$ cat src/rtl/max_pool_3_engine.sv
// 2x2 stride-2 signed max pool over a CH x IN_H x IN_W word-per-element BRAM.
// One output every 6 cycles: four window reads, one drain cycle for read latency, one write.
module max_pool_3_engine #(
  parameter int          IN_W     = 8,
  parameter int          IN_H     = 8,
  parameter int          CH       = 64,
  parameter logic [31:0] SRC_BASE = 32'h0,
  parameter logic [31:0] DST_BASE = 32'h0
) (
  input  logic        clk,
  input  logic        rst_n,
  input  logic        start,
  output logic        busy,
  output logic        done,
  output logic [31:0] src_addr,
  output logic        src_en,
  input  logic [31:0] src_dout,
  output logic [31:0] dst_addr,
  output logic [31:0] dst_din,
  output logic        dst_en,
  output logic [3:0]  dst_we
);

  localparam int          OW     = IN_W / 2;
  localparam int          OH     = IN_H / 2;
  localparam logic [31:0] OW_M1  = 32'(OW - 1);
  localparam logic [31:0] OH_M1  = 32'(OH - 1);
  localparam logic [31:0] CH_M1  = 32'(CH - 1);
  localparam logic [31:0] W32    = 32'(IN_W);
  localparam logic [31:0] SPLANE = 32'(IN_H * IN_W);
  localparam logic [31:0] DPLANE = 32'(OH * OW);

  typedef enum logic [2:0] {IDLE, RD, LAST, WR, DONE} state_t;

  state_t      state, state_nxt;
  logic [1:0]  k;
  logic [31:0] ox, oy, c;
  logic [31:0] max_q;
  logic [31:0] src_idx, dst_idx;
  logic        last_out;

  assign last_out = (ox == OW_M1) && (oy == OH_M1) && (c == CH_M1);

  // k[1] is the row offset dy, k[0] the column offset dx inside the window
  assign src_idx = c * SPLANE + ((oy << 1) + {31'b0, k[1]}) * W32 + (ox << 1) + {31'b0, k[0]};
  assign dst_idx = c * DPLANE + oy * 32'(OW) + ox;

  always_ff @(posedge clk or negedge rst_n) begin
    if (!rst_n) state <= IDLE;
    else        state <= state_nxt;
  end

  always_comb begin
    state_nxt = state;
    case (state)
      IDLE:    if (start) state_nxt = RD;
      RD:      if (k == 2'd3) state_nxt = LAST;
      LAST:    state_nxt = WR;
      WR:      state_nxt = last_out ? DONE : RD;
      DONE:    state_nxt = IDLE;
      default: state_nxt = IDLE;
    endcase
  end

  always_comb begin
    busy     = (state != IDLE);
    done     = (state == DONE);
    src_en   = 1'b0;
    src_addr = 32'h0;
    dst_en   = 1'b0;
    dst_we   = 4'h0;
    dst_addr = 32'h0;
    dst_din  = 32'h0;
    case (state)
      RD: begin
        src_en   = 1'b1;
        src_addr = SRC_BASE + (src_idx << 2);
      end
      WR: begin
        dst_en   = 1'b1;
        dst_we   = 4'hF;
        dst_addr = DST_BASE + (dst_idx << 2);
        dst_din  = max_q;
      end
      default: ;
    endcase
  end

  // Window / output counters
  always_ff @(posedge clk or negedge rst_n) begin
    if (!rst_n) begin
      k  <= 2'd0;
      ox <= 32'h0;
      oy <= 32'h0;
      c  <= 32'h0;
    end else begin
      case (state)
        IDLE: begin
          k  <= 2'd0;
          ox <= 32'h0;
          oy <= 32'h0;
          c  <= 32'h0;
        end
        RD: k <= k + 2'd1;
        WR: if (!last_out) begin
          k <= 2'd0;
          if (ox == OW_M1) begin
            ox <= 32'h0;
            if (oy == OH_M1) begin
              oy <= 32'h0;
              c  <= c + 32'h1;
            end else begin
              oy <= oy + 32'h1;
            end
          end else begin
            ox <= ox + 32'h1;
          end
        end
        default: ;
      endcase
    end
  end

  // src_dout trails src_en by one cycle, so the k=0 word lands while k=1 is issued
  always_ff @(posedge clk or negedge rst_n) begin
    if (!rst_n) begin
      max_q <= 32'h0;
    end else if (state == RD && k == 2'd1) begin
      max_q <= src_dout;
    end else if ((state == RD && k != 2'd0) || state == LAST) begin
      if ($signed(src_dout) > $signed(max_q)) max_q <= src_dout;
    end
  end

endmodule

$ cat config.mk
export PLATFORM = sky130hd
export DESIGN_NAME = max_pool_3_engine
export DESIGN_NICKNAME = d
export VERILOG_FILES = /design/src/rtl/max_pool_3_engine.sv
export SDC_FILE = /design/constraint.sdc
export NUM_CORES = 1
export LEC_CHECK = 0
export ABC_CLOCK_PERIOD_IN_PS = 6000
export BUFFER_PORTS_ARGS = -buffer_cell sky130_fd_sc_hd__buf_2
export CAP_MARGIN = 30
export CORE_MARGIN = 5
export CORE_UTILIZATION = 25
export DETAILED_ROUTE_END_ITERATION = 7
export GPL_TIMING_DRIVEN = 0
export PLACE_DENSITY = 0.42
export SLEW_MARGIN = 20
export SYNTH_ARGS = -nofsm -noshare
export SYNTH_HDL_FRONTEND = slang
export SYNTH_SLANG_ARGS = --single-unit
$ cat constraint.sdc
create_clock -name clk -period 6 [get_ports clk]
set_input_delay 1.5 -clock clk [delete_from_list [all_inputs] [get_ports clk]]
set_output_delay 1.5 -clock clk [all_outputs]
set_load 0.1 [all_outputs]
==> results.toml, run 1 <==
[outcome]
status = "complete, no violations"

[finish]
area_growth_pct = 20.5
diodes = 0
drive_gt1_share_pct = 17.2
stdcell_count = 2080
fillers = 4888
post-route-cell-area_um2 = 13800
nets = 1646

[clock_tree]
clock_path_buffers = 2
cts_root_buffer = "clkbuf_16"
cts_made_buffers = 17
htree_levels = 4
worstSkewPairLatency_ps = 440
clock_sinks = 133
cts_tree = "yes"
cts.clk_slew.worst_paths_ps = 60

[flow_run]
maxCapViolations = 0

[grt]
grt_pass1_wl_um = 60200
grt_usage_pct = 15.5
grt_start_max_net_pins = 86
first_global_vias = 10107
grt_overflow_total = 0
antenna_found_initial = 0

[sta]
maxSlewHeadroom_pct = 36.0
holdWs_ps = 503
worst_pin_slew_ps = 955
clock.fmax_mhz = 173
maxSlewViolCount = 0
fin_crit_sh_pct = 96.2
setup_viol = 0
fin_worst_skew_ps = 12.5
period_minus_slack_ps = 5770
rsz0062_at_grt = "no"
hold_viol_final = 0
fin_setup_tns_ps = 0

[min_path]
hold_path.class = "flip-flop to flip-flop"
min_from = "max_q[24]$_DFFE_PN0P_"

[synth]
ys_ff_latch = 133
synth.distinct_cells = 64
synth_area_leaders = "dfrtp_1 29%, ha_1 10%, fa_1 8.8%"
ys_seq_area_share_pct = 29.1
synth_top_area_share_pct = 29.1
yosysWarningCount = 0
yosys.area.top_type = "dfrtp_1"
syn_area_um2 = 11400
synth_edf_count = 0
ys_async_sr_fraction_pct = 100
netlist_instances = 1303
synth_flop_cell = "dfrtp_1"
syn_avg_cell_area_um2 = 8.78

[drt]
drt_wl_total_um = 38700
detail-route-antenna-nets = 0
drt_iter0_drc = 547
via_per_inst = 4.82
wl_per_cell_um = 18.6
drc = 0
dr.pass1.iters = 5
vias = 10025

[pwr]
clockPowerShare_pct = 24.7
p_sw_w = 0.00248
cellLeakagePower_nw = 6.74
switching_share_pct = 49.4
power_density_nw_per_um2 = 364
intPower_w = 0.00253
seqPwrFrac_pct = 22.8
irDropWorstVdd_mv = 0.399
power_frac_comb_pct = 52.5

[setup_path]
startpoint = "c[0]$_DFFE_PN0P_"
worst-path-max-fanout = 5
worstPathRequired_ps = 4500
cp_data_arrival_time_ps = 4270
r2r_start = "state[0]$_DFFE_PN0P_"
crit_type = "flip-flop to output pin"
crit_path_end_kind = "output pin"
worstSetupStartpointType = "flip-flop"

[floorplan]
rows = 78
core_um2 = 45300
io_pins = 139
die_y_um = 224
initial_utilization_pct = 25.3
dieArea_um2 = 50100
die_w_um = 224

[place]
dp_hpwl_um = 30600
io_buffers = 134
place_area_um2 = 12900
routabilityCongestion = 0.792
place_inst = 2042
cell usage in the layout, fill, tap and decap left out, types with 5 or more instances in the layout:
cell and n:
a211oi_1 8, a21o_1 40, a21oi_1 58, a31oi_1 6
and2_1 15, and3_1 19, and4_1 5, buf_1 6
buf_2 122, buf_4 20, bufinv_16 6, clkbuf_1 33
clkbuf_16 17, dfrtp_1 131, fa_1 50, ha_1 94
inv_1 85, mux2_2 32, nand2_1 72, nand2b_1 10
nand3_1 49, nand4_1 45, nor2_1 188, nor2b_1 5
nor3_1 29, nor4_1 30, o211ai_1 6, o21a_1 11
o21ai_0 51, or2_2 10, or3_1 12, or4_1 7
xnor2_1 61, xor2_1 55
final timing paths:
kind / end / slack (ps) / cells past startpoint
min: max_q[24]$_DFFE_PN0P_ / 500 / 1
min in group asynchronous: c[15]$_DFFE_PN0P_ / 980 / 1
max reg2reg: ox[20]$_DFFE_PN0P_ / 2260 / 11
max in group asynchronous: max_q[20]$_DFFE_PN0P_ / 4160 / 2
max: dst_addr[25] / 230 / 15
min reg2reg: max_q[24]$_DFFE_PN0P_ / 500 / 1
per-stage QoR:
stage / util, % / power [W] / setup WS (ps)
2_1_floorplan: - / 0.00311 / 13.0
3_3_place_gp: 28.4 / 0.00378 / -828
3_5_place_dp: 28.6 / 0.00380 / -808
4_1_cts: 30.3 / 0.00507 / 4.46
5_1_grt: 30.4 / 0.00533 / 9.58
6_report: 30.4 / 0.00501 / 230
synth_stat cells (9+ instances only):
library cell  count
inv_1            85
o21a_1           11
a211oi_1          9
nor2_1          189
and3_1           19
fa_1             50
nand4_1          45
nor4_1           30
nor3_1           30
a21oi_1          59
o21ai_0          52
and2_1           15
ha_1             94
or3_1            12
a21o_1           40
nand3_1          49
xnor2_1          61
or2_2            10
xor2_1           55
clkbuf_1         34
nand2_1          72
nand2b_1         10
mux2_2           32
dfrtp_1         133
sequential cells by signal, summed over array words and instances, names as in the netlist:
register	flops
c	32
k	2
max_q	32
ox	32
oy	32
state	3
kinds of logic after synthesis:
family	share of synthesized area, %
other	0.0328
flip-flops	29.1
buffers and inverters	4.85
AO/OA/AOI/OAI	12.2
XOR/XNOR	8.88
adder cells (fa/ha/maj)	19.0
AND/OR/NAND/NOR	22.4
multiplexers	3.41
routing by layer:
layer | global-route usage, % | wire, µm | vias up
li1 | - | - | 4884
met1 | 21.1 | 18000 | 4930
met3 | 2.27 | 1360 | 29
met4 | 3.64 | 587 | 0
met2 | 26.0 | 18700 | 182
met5 | 0 | 0 | -
cell type report:
class / instances / area, µm² / share of cell area, %
Buffer: 49 / 231 / 1.68
Clock buffer: 20 / 467 / 3.39
Clock inverter: 12 / 223 / 1.62
Inverter: 85 / 319 / 2.31
Multi-Input combinational cell: 1038 / 7650 / 55.5
Sequential cell: 133 / 3330 / 24.2
Tap cell: 600 / 751 / 5.45
Timing Repair Buffer: 143 / 815 / 5.91
repair_timing:
action                                  4_1_cts  5_1_grt
buffers inserted                              3        3
hold buffers                                  0        0
endpoints found under the setup margin       24       16
gates resized for setup                      20        9
pin swaps                                     2        2
power groups by stage:
| stage | logic [W] | clock network (W) | registers [W] |
|---|---|---|---|
| 3_3_place_gp | 0.00263 | 0 | 0.00115 |
| 5_1_grt | 0.00286 | 0.00132 | 0.00116 |
| 4_1_cts | 0.00265 | 0.00128 | 0.00115 |
| 3_5_place_dp | 0.00264 | 0 | 0.00116 |
| 6_report | 0.00263 | 0.00124 | 0.00114 |
| 2_1_floorplan | 0.00198 | 0 | 0.00113 |
worst max-delay path: stages (launching register included):
cell and delay, ps:
dfrtp_1 410, inv_1 120, fa_1 540, inv_1 70, fa_1 480, a211oi_1 250, nor2_1 140, o32ai_4 330
o32ai_2 200, o31ai_2 230, buf_4 170, buf_4 120, o21bai_1 70, xnor2_1 150, nor2_1 210, buf_4 340
(Power assumes the default switching activity.)
==> inputs of run 2 (changes only) <==
Settings changed: CORE_UTILIZATION 25 to 30, PLACE_DENSITY 0.42 to 0.48.
==> run 2 against run 1 <==
Effect of this change:
- sequential share of layout area rose by 0.30 points
- register-to-register slack improved by 100 ps
- worst hold slack barely moved
- clock power fell by 8%
- fmax fell by 1.7%
- first-iteration DRC count rose by 3.7%
- global-route usage rose by 1.8 points
- routed wire length fell by 6.2%
- design area fell by 1.2%
- critical path type unchanged
==> results.toml, run 2 (synthesis gave the netlist of run 1 again) <==
[grt]
grt_usage_pct = 17.3
first_global_vias = 9912
grt_overflow_total = 0
grt_start_max_net_pins = 79
grt_pass1_wl_um = 56700
antenna_found_initial = 0

[drt]
wl_per_cell_um = 18.3
drc = 0
via_per_inst = 5.05
detail-route-antenna-nets = 0
drt_iter0_drc = 567
vias = 10035
dr.pass1.iters = 5
drt_wl_total_um = 36300

[sta]
maxSlewViolCount = 0
hold_viol_final = 0
setup_viol = 0
clock.fmax_mhz = 170
maxSlewHeadroom_pct = 37.0
fin_worst_skew_ps = 17.0
rsz0062_at_grt = "no"
fin_crit_sh_pct = 97.8
worst_pin_slew_ps = 945
period_minus_slack_ps = 5870

[clock_tree]
cts_made_buffers = 17
cts-hold-fix-buffers = 0
worstSkewPairLatency_ps = 430
clock_path_buffers = 2
cts_tree = "yes"
cts_root_buffer = "clkbuf_16"
cts.clk_slew.worst_paths_ps = 70
clock_sinks = 133
htree_levels = 4

[pwr]
p_total_w = 0.00490
power_density_nw_per_um2 = 360
cellLeakagePower_nw = 6.71
irDropWorstVdd_mv = 0.306

[setup_path]
crit_path_end_kind = "output pin"
cp_data_arrival_time_ps = 4370
reg2regPathDepth = 11
worstSetupStartpointType = "flip-flop"
worstPathRequired_ps = 4500
startpoint = "c[5]$_DFFE_PN0P_"
crit_path_end = "dst_addr[28]"
crit_type = "flip-flop to output pin"
worst-path-max-fanout = 10
r2r_slack_ps = 2360
r2r_start = "state[0]$_DFFE_PN0P_"
reg2reg_to = "ox[20]$_DFFE_PN0P_"

[floorplan]
io_pins = 139
core_um2 = 37700
rows = 71
die_y_um = 205
initial_utilization_pct = 30.4
dieArea_um2 = 42100
die_w_um = 205

[finish]
area_growth_pct = 19.1
fillers = 4039
most-common-layout-cells = "188 x nor2_1, 130 x dfrtp_1, 123 x buf_2"
final_common_cell = "nor2_1"
diodes = 0
nets = 1643
multiInputGateArea_um2 = 7650
drive_gt1_share_pct = 16.9
stdcell_count = 1988
post-route-cell-area_um2 = 13600
seq_area_um2 = 3330

[flow_run]
maxCapViolations = 0

[place]
place_inst = 1954
dp_hpwl_um = 28700
place_area_um2 = 12800
routabilityCongestion = 0.862
io_buffers = 134

[outcome]
status = "complete, no violations"

[min_path]
hold_path.class = "flip-flop to flip-flop"
min_from = "max_q[30]$_DFFE_PN0P_"
-- run 2: worst min path at each step --
stage	to	slack [ps]	depth (start not counted)
final	max_q[30]$_DFFE_PN0P_	500	1
after global routing	max_q[13]$_DFFE_PN0P_	520	1
after detailed placement	max_q[7]$_DFFE_PN0P_	490	1
after global placement	max_q[16]$_DFFE_PN0P_	490	1
after floorplan	max_q[10]$_DFFE_PN0P_	480	1
after CTS	max_q[22]$_DFFE_PN0P_	510	1
-- run 2: through the flow --
| stage | util, % | hold WS, ps | TNS, ps | setup WS [ps] |
|---|---|---|---|---|
| after detailed placement | 34.1 | 495 | -3420 | -750 |
| after global routing | 36.2 | 525 | 0 | 6.61 |
| after CTS | 36.0 | 509 | 0 | 35.9 |
| after global placement | 33.9 | 489 | -3330 | -721 |
| after floorplan | - | 481 | 0 | 13.0 |
| final | 36.2 | 504 | 0 | 131 |
-- run 2: cell type report --
class	instances	area share, %
Buffer	49	1.70
Clock buffer	18	3.22
Clock inverter	14	1.45
Inverter	85	2.34
Multi-Input combinational cell	1038	56.1
Sequential cell	133	24.5
Tap cell	511	4.69
Timing Repair Buffer	140	5.97
-- run 2: what timing repair did --
action / CTS / global route
gates resized for setup: 17 / 16
endpoints found under the setup margin: 19 / 10
buffers inserted: 2 / 0
pin swaps: 2 / 3
-- run 2: metal layers --
metal  part of all wire (%)  vias to the layer above  track usage (%)
met1                     48                     4957             24.3
met5                      0                        -                0
met3                    3.0                       23             2.13
met2                     47                      169             28.8
li1                       -                     4886                -
met4                    1.3                        0             3.73
-- run 2: worst max-delay path, stage by stage, from the launching register on --
cell and delay (ps):
dfrtp_1 650, fa_1 490, ha_1 410, a21o_1 210, a21o_1 180, o31ai_2 380, a21oi_2 200, o21ai_0 200
nand3_1 210, o31ai_1 350, mux2i_1 370, buf_6 280
-- run 2: power breakdown --
part / internal, W / switching, W / total [W]
logic: 0.000674 / 0.00194 / 0.00261
clock network: 0.000711 / 0.000431 / 0.00114
registers: 0.00105 / 0.0000982 / 0.00115
total: 0.00243 / 0.00246 / 0.00490
==> inputs of run 3 (changes only) <==
==> constraint.sdc (replaced) <==
create_clock -name clk -period 6 [get_ports clk]
set_input_delay 1.5 -clock clk [delete_from_list [all_inputs] [get_ports clk]]
set_output_delay 1.5 -clock clk [all_outputs]
set_load 0.005 [all_outputs]
==> run 3 against run 2 <==
Effect of this change:
- routed wire length up 0.81%
- largest cell class unchanged
- highest routed layer is now met5
- largest power group unchanged
- sequential share of layout area up 0.20 points
- clock power about the same
- clock skew grew 0.76 ps
- global-route usage is 0.089 points higher
- fmax increased by 2.0%
- non-clock buffer count down 1
- sequential power hardly changed
- combinational power is 33% lower
==> results.toml, run 3 (synthesis gave the netlist of run 1 again) <==
[finish]
drive_gt1_share_pct = 16.4
post-route-cell-area_um2 = 13500
diodes = 0
final_common_cell = "nor2_1"
most-common-layout-cells = "189 x nor2_1, 133 x buf_2, 131 x dfrtp_1"
area_growth_pct = 18.1
nets = 1642
stdcell_count = 1987

[setup_path]
crit_type = "flip-flop to output pin"
cp_data_arrival_time_ps = 4260
worstSetupStartpointType = "flip-flop"
worstPathRequired_ps = 4500
crit_path_end_kind = "output pin"
worst-path-max-fanout = 8

[drt]
vias = 10000
via_per_inst = 5.03
drt_iter0_drc = 607
drc = 0
wl_per_cell_um = 18.4
dr.pass1.iters = 7
drt_wl_total_um = 36600
detail-route-antenna-nets = 0

[sta]
fin_ws_ps = 244
hold_viol_final = 0
maxSlewViolCount = 0
fin_crit_sh_pct = 95.9
rsz0062_at_grt = "no"
period_minus_slack_ps = 5760
setup_viol = 0
maxSlewHeadroom_pct = 33.2
holdWs_ps = 505
fin_setup_tns_ps = 0
worst_pin_slew_ps = 1000
fin_worst_skew_ps = 17.7
clock.fmax_mhz = 174

[flow_run]
maxCapViolations = 0

[pwr]
cellLeakagePower_nw = 6.71
irDropWorstVdd_mv = 0.199
power_density_nw_per_um2 = 299

[floorplan]
core_um2 = 37700
io_pins = 139
rows = 71
die_y_um = 205
initial_utilization_pct = 30.4
die_w_um = 205
dieArea_um2 = 42100

[clock_tree]
htree_levels = 4
cts_tree = "yes"
cts-hold-fix-buffers = 0
clock_sinks = 133
clock_path_buffers = 2
cts_made_buffers = 17
worstSkewPairLatency_ps = 440
cts.clk_slew.worst_paths_ps = 60
cts_root_buffer = "clkbuf_16"

[place]
place_area_um2 = 12800
routabilityCongestion = 0.840
place_inst = 1954
dp_hpwl_um = 28800
pre_cts_slack_ps = -365
io_buffers = 134

[outcome]
status = "complete, no violations"

[min_path]
hold_path.class = "flip-flop to flip-flop"

[grt]
grt_usage_pct = 17.4
antenna_found_initial = 1
grt_overflow_total = 0
first_global_vias = 9850
grt_pass1_wl_um = 56800
grt_start_max_net_pins = 71
run 3: changes by cell type in the layout (fill, tap and decap cells not counted), moves of 2 or more:
cell	previous run	this run
clkinv_4	3	5
buf_4	14	10
buf_6	7	2
buf_2	123	133
run 3: cell type report:
type                    count  area, µm²
plain buffers              49        231
inverters                  85        319
multi-input cells        1038       7610
fillers                  3977      24200
repair buffers            139        749
well taps                 511        639
clock inverters            13        173
clock buffers              19        453
flip-flops and latches    133       3330
run 3: per-stage QoR:
stage	power (W)	utilization [%]
floorplan	0.00227	-
global placement	0.00291	33.9
detailed placement	0.00295	34.0
CTS	0.00410	35.8
global route	0.00432	35.8
finish	0.00403	35.8
run 3: worst paths after layout:
kind / start / to / slack, ps / depth (start not counted)
setup / recovery: oy[2]$_DFFE_PN0P_ / dst_addr[28] / 240 / 13
hold / removal: max_q[30]$_DFFE_PN0P_ / max_q[30]$_DFFE_PN0P_ / 510 / 1
setup reg to reg: oy[0]$_DFFE_PN0P_ / ox[21]$_DFFE_PN0P_ / 2300 / 10
hold reg to reg: max_q[30]$_DFFE_PN0P_ / max_q[30]$_DFFE_PN0P_ / 510 / 1
max in group asynchronous: rst_n / max_q[9]$_DFFE_PN0P_ / 4180 / 2
min in group asynchronous: rst_n / c[15]$_DFFE_PN0P_ / 1050 / 1
run 3: critical path: stages (launching register included):
cell and delay [ps]:
dfrtp_2 460, inv_1 160, fa_1 510, inv_1 70
ha_1 330, a211oi_2 300, nor3_1 120, o31ai_2 410
a21oi_1 240, o21ai_0 250, nand3_1 210, o31ai_1 300
mux2i_1 300, buf_2 160
run 3: report_power, final:
part | total [W] | switching [W] | internal [W]
logic | 0.00176 | 0.00109 | 0.000666
registers | 0.00115 | 0.0000978 | 0.00105
clock network | 0.00113 | 0.000445 | 0.000683
total | 0.00403 | 0.00164 | 0.00240
run 3: timing repair:
action / in CTS / in global routing
buffers inserted: 2 / 0
setup endpoints to repair: 12 / 7
hold endpoints to repair: 0 / 0
pin swaps: 1 / 0
resized for setup: 5 / 4
run 3: layer usage:
metal  part of all wire, %  wire length, µm  global-route usage [%]
met3                   4.1             1500                    2.58
met2                    46            17000                    28.1
met4                   1.8              658                    4.40
met5                 0.019                7                       0
met1                    48            17400                    24.6
